--- src/rtl/irq_ctrl.sv ---
`default_nettype none
// +----------------------------------------------------------------------------+
// | irq_ctrl: edge-latched, masked, fixed-priority, non-nesting interrupt      |
// | sequencer driving the fetch-stage PC override.   Rev 1.0                   |
// +----------------------------------------------------------------------------+
module irq_ctrl #(
  parameter int          NUM_IRQ    = 4,
  parameter logic [31:0] VEC_BASE   = 32'h0000_1000,
  parameter logic [31:0] VEC_STRIDE = 32'h0000_0010
) (
  input  logic               clk,
  input  logic               rst,
  input  logic [NUM_IRQ-1:0] irq_req,
  input  logic               mask_wr,
  input  logic [NUM_IRQ-1:0] mask_wdata,
  input  logic [31:0]        resume_pc,
  input  logic               stall,
  input  logic               mret,
  output logic               interrupt_en,
  output logic [31:0]        interrupt_handling_addr,
  output logic [NUM_IRQ-1:0] irq_ack,
  output logic               in_handler,
  output logic [31:0]        epc,
  output logic [3:0]         cause
);

  localparam int IDX_W = 4;

  typedef enum logic [1:0] {
    ST_IDLE    = 2'd0,
    ST_HANDLER = 2'd1,
    ST_RETURN  = 2'd2
  } state_t;

  state_t             state;
  state_t             state_nx;
  logic [NUM_IRQ-1:0] pending;
  logic [NUM_IRQ-1:0] mask;
  logic [NUM_IRQ-1:0] irq_req_d;
  logic [31:0]        epc_q;
  logic [IDX_W-1:0]   cause_q;

  logic [NUM_IRQ-1:0] elig;
  logic [NUM_IRQ-1:0] onehot;
  logic [NUM_IRQ-1:0] clr;
  logic [IDX_W-1:0]   idx;
  logic [31:0]        vector;
  logic               take;

  assign elig = pending & mask;

  // Descending scan so the lowest eligible index is the last (winning) write.
  always_comb begin
    idx = '0;
    for (int i = NUM_IRQ - 1; i >= 0; i--) begin
      if (elig[i]) idx = IDX_W'(i);
    end
  end

  assign vector = VEC_BASE + VEC_STRIDE * {{(32-IDX_W){1'b0}}, idx};
  assign onehot = NUM_IRQ'(1) << idx;
  assign clr    = take ? onehot : '0;

  always_comb begin
    state_nx                = state;
    take                    = 1'b0;
    interrupt_en            = 1'b0;
    interrupt_handling_addr = 32'h0;
    irq_ack                 = '0;
    in_handler              = 1'b0;
    if (rst) begin
      case (state)
        ST_IDLE: begin
          take = (|elig) & ~stall;
          if (take) begin
            interrupt_en            = 1'b1;
            interrupt_handling_addr = vector;
            irq_ack                 = onehot;
            state_nx                = ST_HANDLER;
          end
        end
        ST_HANDLER: begin
          in_handler = 1'b1;
          if (mret && !stall) state_nx = ST_RETURN;
        end
        ST_RETURN: begin
          in_handler              = 1'b1;
          interrupt_en            = ~stall;
          interrupt_handling_addr = epc_q;
          if (!stall) state_nx = ST_IDLE;
        end
        default: state_nx = ST_IDLE;
      endcase
    end
  end

  assign epc   = rst ? epc_q : 32'h0;
  assign cause = rst ? cause_q : '0;

  // A rising edge in the same cycle as the clear keeps the line pending.
  always_ff @(posedge clk) begin
    if (!rst) begin
      state     <= ST_IDLE;
      pending   <= '0;
      mask      <= '0;
      irq_req_d <= '0;
      epc_q     <= 32'h0;
      cause_q   <= '0;
    end else begin
      state     <= state_nx;
      pending   <= (pending & ~clr) | (irq_req & ~irq_req_d);
      irq_req_d <= irq_req;
      if (mask_wr) mask <= mask_wdata;
      if (take) begin
        epc_q   <= resume_pc;
        cause_q <= idx;
      end
    end
  end

endmodule
`default_nettype wire

--- config.mk ---
export PLATFORM = sky130hd
export DESIGN_NAME = irq_ctrl
export DESIGN_NICKNAME = d
export VERILOG_FILES = /design/src/rtl/irq_ctrl.sv
export SDC_FILE = /design/constraint.sdc
export NUM_CORES = 1
export LEC_CHECK = 0
export BUFFER_PORTS_ARGS = -buffer_cell sky130_fd_sc_hd__buf_2
export CAP_MARGIN = 20
export CORE_UTILIZATION = 46
export DETAILED_ROUTE_END_ITERATION = 8
export PLACE_DENSITY = 0.76
export SETUP_SLACK_MARGIN = 0.5
export SYNTH_ARGS = -nofsm -noshare
export SYNTH_HDL_FRONTEND = slang
export SYNTH_SLANG_ARGS = --single-unit
--- constraint.sdc ---
create_clock -name clk -period 2.2 [get_ports clk]
set_input_delay 0.33 -clock clk [delete_from_list [all_inputs] [get_ports clk]]
set_output_delay 0.33 -clock clk [all_outputs]
set_load 0.05 [all_outputs]
==> impl_metrics.json, run 1 <==
{
  "status": "finished clean",
  "clkLatencyLatePin_ns": 0.30,
  "placeableCoreArea_mm2": 0.00511,
  "finalSetupTns_ns": 0,
  "r2r_start": "state[0]$_SDFFE_PN0P_",
  "cpMaxStageDelayCell": "dfxtp_2",
  "grt_pass1_wl_um": 9940,
  "cts_tree": "yes",
  "hpwl_um": 3980,
  "fmax_mhz": 492,
  "track_usage_pct": 23.7,
  "critPathLaunchType": "flop",
  "drc": 0,
  "nets": 419,
  "period_share_pct": 92.3,
  "grt_pass1_vias": 2083,
  "ys_seq_area_share_pct": 39.4,
  "cts.clk_slew.worst_paths_ns": 0.08,
  "hold_viol_final": 0,
  "htree_levels": 2,
  "antenna_cells": 0,
  "nFillCells": 352,
  "p_leak_nw": 1.97,
  "drtIter0Drc": 77,
  "irDropWorstVdd_uv": 353,
  "yosysMostFrequentCell": "dfxtp_1",
  "rr_endpoint": "pending[2]$_SDFF_PN0_",
  "syn_area_per_cell_um2": 10.4,
  "fin_area_mm2": 0.00384,
  "synth_cell_types": 35,
  "async_flop_share_pct": 0,
  "rr_worst_depth": 9,
  "die_h_um": 74.8,
  "start_util_pct": 47.8,
  "path_cells": "inv_4 > ha_4 > or2b_1 > a21oi_2 > nand3_2 > a21oi_4 > buf_6",
  "synth.top_cell.area_share_pct": 39.4,
  "path_depth": 7,
  "synth_edf_count": 0,
  "cts-root-buf": "clkbuf_8",
  "ioPinCount": 119,
  "skew_ns": 0.00308,
  "yosysTopAreaCell": "dfxtp_1",
  "crit_path_end_kind": "output pin",
  "synth.top_cells.by_area": "dfxtp_1 39%, mux2_4 18%, and2_1 9.7%",
  "fp.dieW_um": 74.8,
  "io_buffers": 116,
  "yosys_register_bits": 48,
  "rsz0062_at_grt": "true",
  "ant_nets": 0,
  "via_per_inst": 4.87,
  "crit_path_end": "interrupt_handling_addr[4]",
  "fin_crit_ns": 2.03,
  "antenna_found_initial": 0,
  "grt_overflow_total": 0,
  "placed_cell_area_mm2": 0.00316,
  "drive_gt1_share_pct": 55.9,
  "criticalPathCategory": "reg -> out",
  "wl_per_cell_um": 14.7,
  "clockBufferDepth": 2,
  "cp.required_ns": 1.87,
  "yosys-top-cells-count": "48 x dfxtp_1, 38 x and2_1, 30 x and3_1",
  "setup_viol_count_final": 0,
  "synth_flop_cell": "dfxtp_1",
  "startpoint": "state[0]$_SDFFE_PN0P_",
  "netlist_area_mm2": 0.00244,
  "cts_buffers": 5,
  "syn_to_final_growth_pct": 57.3,
  "p_per_area_mw_per_mm2": 531,
  "syn_inst": 235,
  "cts.sinks": 48,
  "gp_congestion": 0.755,
  "r2r_slack_ns": 0.30,
  "arrival_ns": 1.70,
  "rows": 26,
  "path_buf_inv": 2,
  "maxCapViolations": 0,
  "wl_um": 6480,
  "slew_viol_final": 0,
  "hold_path_class": "in -> reg",
  "cp_max_fo": 3,
  "max_stage_delay_ns": 0.34,
  "dieArea_mm2": 0.00560,
  "route.vias.total": 2141,
  "first_pass_iters": 4,
  "crit_family": "simple AND/OR/NAND/NOR gates",
  "yosysWarnings": 0,
  "grt_max_degree": 86
}
area by class of cell:
| class | instances | area (um2) | area share [%] |
|---|---|---|---|
| multi-input cells | 165 | 1490 | 38.7 |
| inverters | 5 | 23.8 | 0.619 |
| clock buffers | 8 | 90.1 | 2.35 |
| repair buffers | 144 | 1180 | 30.9 |
| flip-flops and latches | 48 | 966 | 25.2 |
| well taps | 70 | 87.6 | 2.28 |
how the worst min path moves through the flow:
stage,startpoint,end,slack (ns),depth (start not counted)
2_1_floorplan,irq_req_d[3]$_SDFF_PN0_,pending[3]$_SDFF_PN0_,0.39,1
3_3_place_gp,irq_req_d[3]$_SDFF_PN0_,pending[3]$_SDFF_PN0_,0.40,1
3_5_place_dp,irq_req_d[3]$_SDFF_PN0_,pending[3]$_SDFF_PN0_,0.41,1
4_1_cts,irq_req[3],irq_req_d[3]$_SDFF_PN0_,0.23,3
5_1_grt,resume_pc[12],epc_q[12]$_SDFFE_PN0N_,0.23,2
6_report,irq_req[3],irq_req_d[3]$_SDFF_PN0_,0.25,3
per-layer routing:
metal	vias up	global-route usage, %	part of all wire, %
met1	992	30.2	45
met5	-	0	0
li1	1064	-	-
met4	0	8.60	0.89
met3	6	5.62	5.8
met2	79	39.0	49
registers in the layout (all words and copies together), names as in the netlist:
| register | count |
|---|---|
| epc_q | 32 |
| irq_req_d | 4 |
| mask | 4 |
| pending | 4 |
| cause_q | 2 |
| state | 2 |
tightest hold or removal path, stage by stage:
cell	delay [ns]
buf_2	0.08
nand2_1	0.06
inv_1	0.05
kinds of logic (layout without fill, tap and decap cells):
group                    count (synthesis)  count (layout)  share of synthesized area (%)
AO/OA/AOI/OAI                           18              18                           6.77
flip-flops                              48              48                           39.4
adder cells (fa/ha/maj)                  5               5                           2.56
AND/OR/NAND/NOR                        102             102                           24.7
multiplexers                            38              38                           21.7
buffers and inverters                   23             157                           4.82
other                                    1               2                          0.154
cells in the final DEF (no fill, tap or decap), types with 3 or more instances in the layout:
cell type | Yosys | routed
and2_1 | 38 | 37
and3_1 | 30 | 28
buf_12 | 0 | 5
buf_2 | 1 | 78
buf_4 | 2 | 15
buf_6 | 3 | 35
buf_8 | 0 | 8
clkbuf_8 | 0 | 6
dfxtp_1 | 48 | 46
ha_1 | 5 | 3
inv_1 | 5 | 3
mux2_4 | 29 | 31
mux2i_1 | 6 | 6
nand2_1 | 11 | 11
nand2b_1 | 3 | 3
nand3_2 | 0 | 3
nor2b_1 | 6 | 6
o21ai_0 | 3 | 3
where the power goes:
| group | total [mW] | switching (mW) | internal, mW |
|---|---|---|---|
| Combinational | 0.544 | 0.275 | 0.269 |
| Sequential | 0.956 | 0.0351 | 0.920 |
| Clock | 0.541 | 0.284 | 0.257 |
timing repair:
| item | CTS | global route |
|---|---|---|
| gates cloned | 2 | 0 |
| endpoints found under the setup margin | 70 | 71 |
| hold buffers | 0 | 0 |
| resized for setup | 101 | 7 |
| pin swaps | 9 | 4 |
| setup buffers | 18 | 1 |
per-stage QoR:
stage	worst slack [ns]	hold WS (ns)	cells	utilization, %	total power [mW]
global placement	0.344	0.397	411	61.9	1.38
CTS	0.179	0.234	439	74.5	2.05
global route	0.0818	0.234	440	75.2	2.14
finish	0.169	0.248	440	75.2	2.04
floorplan	0.454	0.388	236	-	1.28
detailed placement	0.284	0.406	411	61.9	1.39
Note: power is estimated with default switching activity, not from simulation.
==> run 2, diff against run 1 <==
--- a/config.mk
+++ b/config.mk
@@ -7,7 +7,9 @@
 export LEC_CHECK = 0
 export BUFFER_PORTS_ARGS = -buffer_cell sky130_fd_sc_hd__buf_2
 export CAP_MARGIN = 20
-export CORE_UTILIZATION = 46
+export CELL_PAD_IN_SITES_DETAIL_PLACEMENT = 0
+export CELL_PAD_IN_SITES_GLOBAL_PLACEMENT = 1
+export CORE_UTILIZATION = 34
 export DETAILED_ROUTE_END_ITERATION = 8
 export PLACE_DENSITY = 0.76
 export SETUP_SLACK_MARGIN = 0.5
==> run 2 against run 1 <==
Compared with the run above: setup slack got worse by 0.014 ns; worst hold slack got worse by 0.0070 ns; total power rose by 6.5%; sequential share of layout area fell by 0.58 points; clock skew rose by 0.0087 ns; routed wire length rose by 1.7%; count of clock-buffer cells in the layout fell by 2; clock power rose by 24%; sequential power barely moved; die area rose by 34%; critical endpoint unchanged.
==> impl_metrics.json, run 2 (same netlist as run 1, synthesis figures left out) <==
{
  "skew_ns": 0.0118,
  "first_pass_iters": 4,
  "finalSetupTns_ns": 0,
  "cts_buffers": 5,
  "largest_reg_flops": 32,
  "irDropWorstVdd_uv": 376,
  "cp.required_ns": 1.87,
  "criticalPathCategory": "reg -> out",
  "startpoint": "state[0]$_SDFFE_PN0P_",
  "fmax_mhz": 489,
  "route.vias.total": 2159,
  "htree_levels": 2,
  "syn_to_final_growth_pct": 61.0,
  "wl_um": 6590,
  "clkLatencyLatePin_ns": 0.30,
  "grt-busiest-layer": "met2",
  "rsz0062_at_grt": "true",
  "maxCapViolations": 0,
  "cts.clk_slew.worst_paths_ns": 0.09,
  "rr_worst_depth": 10,
  "ioPinCount": 119,
  "track_usage_pct": 18.1,
  "hold_slack_ns": 0.241,
  "grt_pass1_wl_um": 10500,
  "clockBufferDepth": 2,
  "antenna_found_initial": 1,
  "r2r_start": "state[0]$_SDFFE_PN0P_",
  "grt_max_degree": 86,
  "cts.sinks": 48,
  "min_to": "irq_req_d[0]$_SDFF_PN0_",
  "crit_path_end_kind": "output pin",
  "ant_nets": 0,
  "holdBufCountCts": 0,
  "antenna_cells": 0,
  "post-route-util_pct": 57.2,
  "setup_viol_count_final": 0,
  "die_h_um": 86.7,
  "slew_viol_final": 0,
  "hold_viol_final": 0,
  "mostFrequentLayoutCells": "78 x buf_2, 46 x dfxtp_1, 43 x buf_6",
  "io_buffers": 116,
  "gp_congestion": 0.731,
  "placeableCoreArea_mm2": 0.00687,
  "min_from": "irq_req[0]",
  "met2_usage_pct": 29.9,
  "drtIter0Drc": 39,
  "fin_crit_ns": 2.04,
  "cts-root-buf": "clkbuf_8",
  "dpl_worst_slack_ns": 0.273,
  "setup_ws_ns": 0.155,
  "nets": 423,
  "p_per_area_mw_per_mm2": 553,
  "rows": 30,
  "via_per_inst": 4.59,
  "drc": 0,
  "drive_gt1_share_pct": 57.0,
  "r2r_slack_ns": 0.24,
  "hpwl_um": 4400,
  "grt_use_met1_pct": 22.4,
  "period_share_pct": 93.0,
  "top_register": "epc_q",
  "met3_usage_pct": 6.10,
  "rr_endpoint": "epc_q[7]$_SDFFE_PN0N_",
  "critPathLaunchType": "flop",
  "mostFrequentLayoutCell": "buf_2",
  "start_util_pct": 35.5,
  "dieArea_mm2": 0.00752,
  "grt_pass1_vias": 2180,
  "arrival_ns": 1.71,
  "hold_path_class": "in -> reg",
  "p_leak_nw": 2.00,
  "cts_tree": "yes",
  "whs_path_depth": 2,
  "fp.dieW_um": 86.7,
  "cp_max_fo": 6,
  "status": "finished clean",
  "wl_per_cell_um": 14.0,
  "grt_overflow_total": 0
}
==> run 2: changes by cell type in the layout (fill, tap and decap cells not counted), moves of 2 or more <==
cell      delta
clkbuf_1     -2
buf_12       -2
buf_6        +8
buf_8        -2
==> run 2: repair_timing <==
item | in CTS | in global routing
gates resized for setup | 104 | 14
endpoints found under the setup margin | 71 | 71
gates cloned | 2 | 1
pin swaps | 8 | 6
buffers inserted | 18 | 4
==> run 2: through the flow <==
stage | cells | power [mW] | instance area [um2]
floorplan | 236 | 1.28 | 2530
global placement | 437 | 1.38 | 3190
detailed placement | 437 | 1.39 | 3190
CTS | 465 | 2.16 | 3830
global route | 470 | 2.29 | 3930
finish | 470 | 2.17 | 3930
==> run 2: worst max-delay path by stage <==
stage	to	depth (start not counted)
after global routing	interrupt_handling_addr[4]	7
after global placement	interrupt_handling_addr[28]	5
after CTS	interrupt_handling_addr[4]	7
final	interrupt_handling_addr[4]	7
after floorplan	interrupt_handling_addr[24]	4
after detailed placement	interrupt_handling_addr[25]	5
==> run 2: final cells by class <==
type                    count  area, um2
multi-input cells         165       1500
repair buffers            148       1200
inverters                   5       23.8
clock inverters             2       38.8
flip-flops and latches     48        966
fillers                   601       2940
clock buffers               6       82.6
well taps                  96        120
==> run 2: worst max-delay path, stage by stage (launching register included) <==
cell	delay, ns
dfxtp_2	0.35
inv_4	0.06
ha_4	0.15
or2b_1	0.26
a21oi_2	0.15
nand3_2	0.12
a21oi_4	0.15
buf_6	0.17
==> run 2: power breakdown <==
group | switching [mW] | internal [mW]
Combinational | 0.280 | 0.268
Sequential | 0.0350 | 0.921
Clock | 0.298 | 0.372
Total | 0.613 | 1.56
==> run 2: per-layer routing <==
metal | vias up | share of wire [%]
li1 | 1069 | -
met2 | 81 | 47
met1 | 1001 | 44
met5 | - | 0.24
met4 | 2 | 0.70
met3 | 6 | 7.7
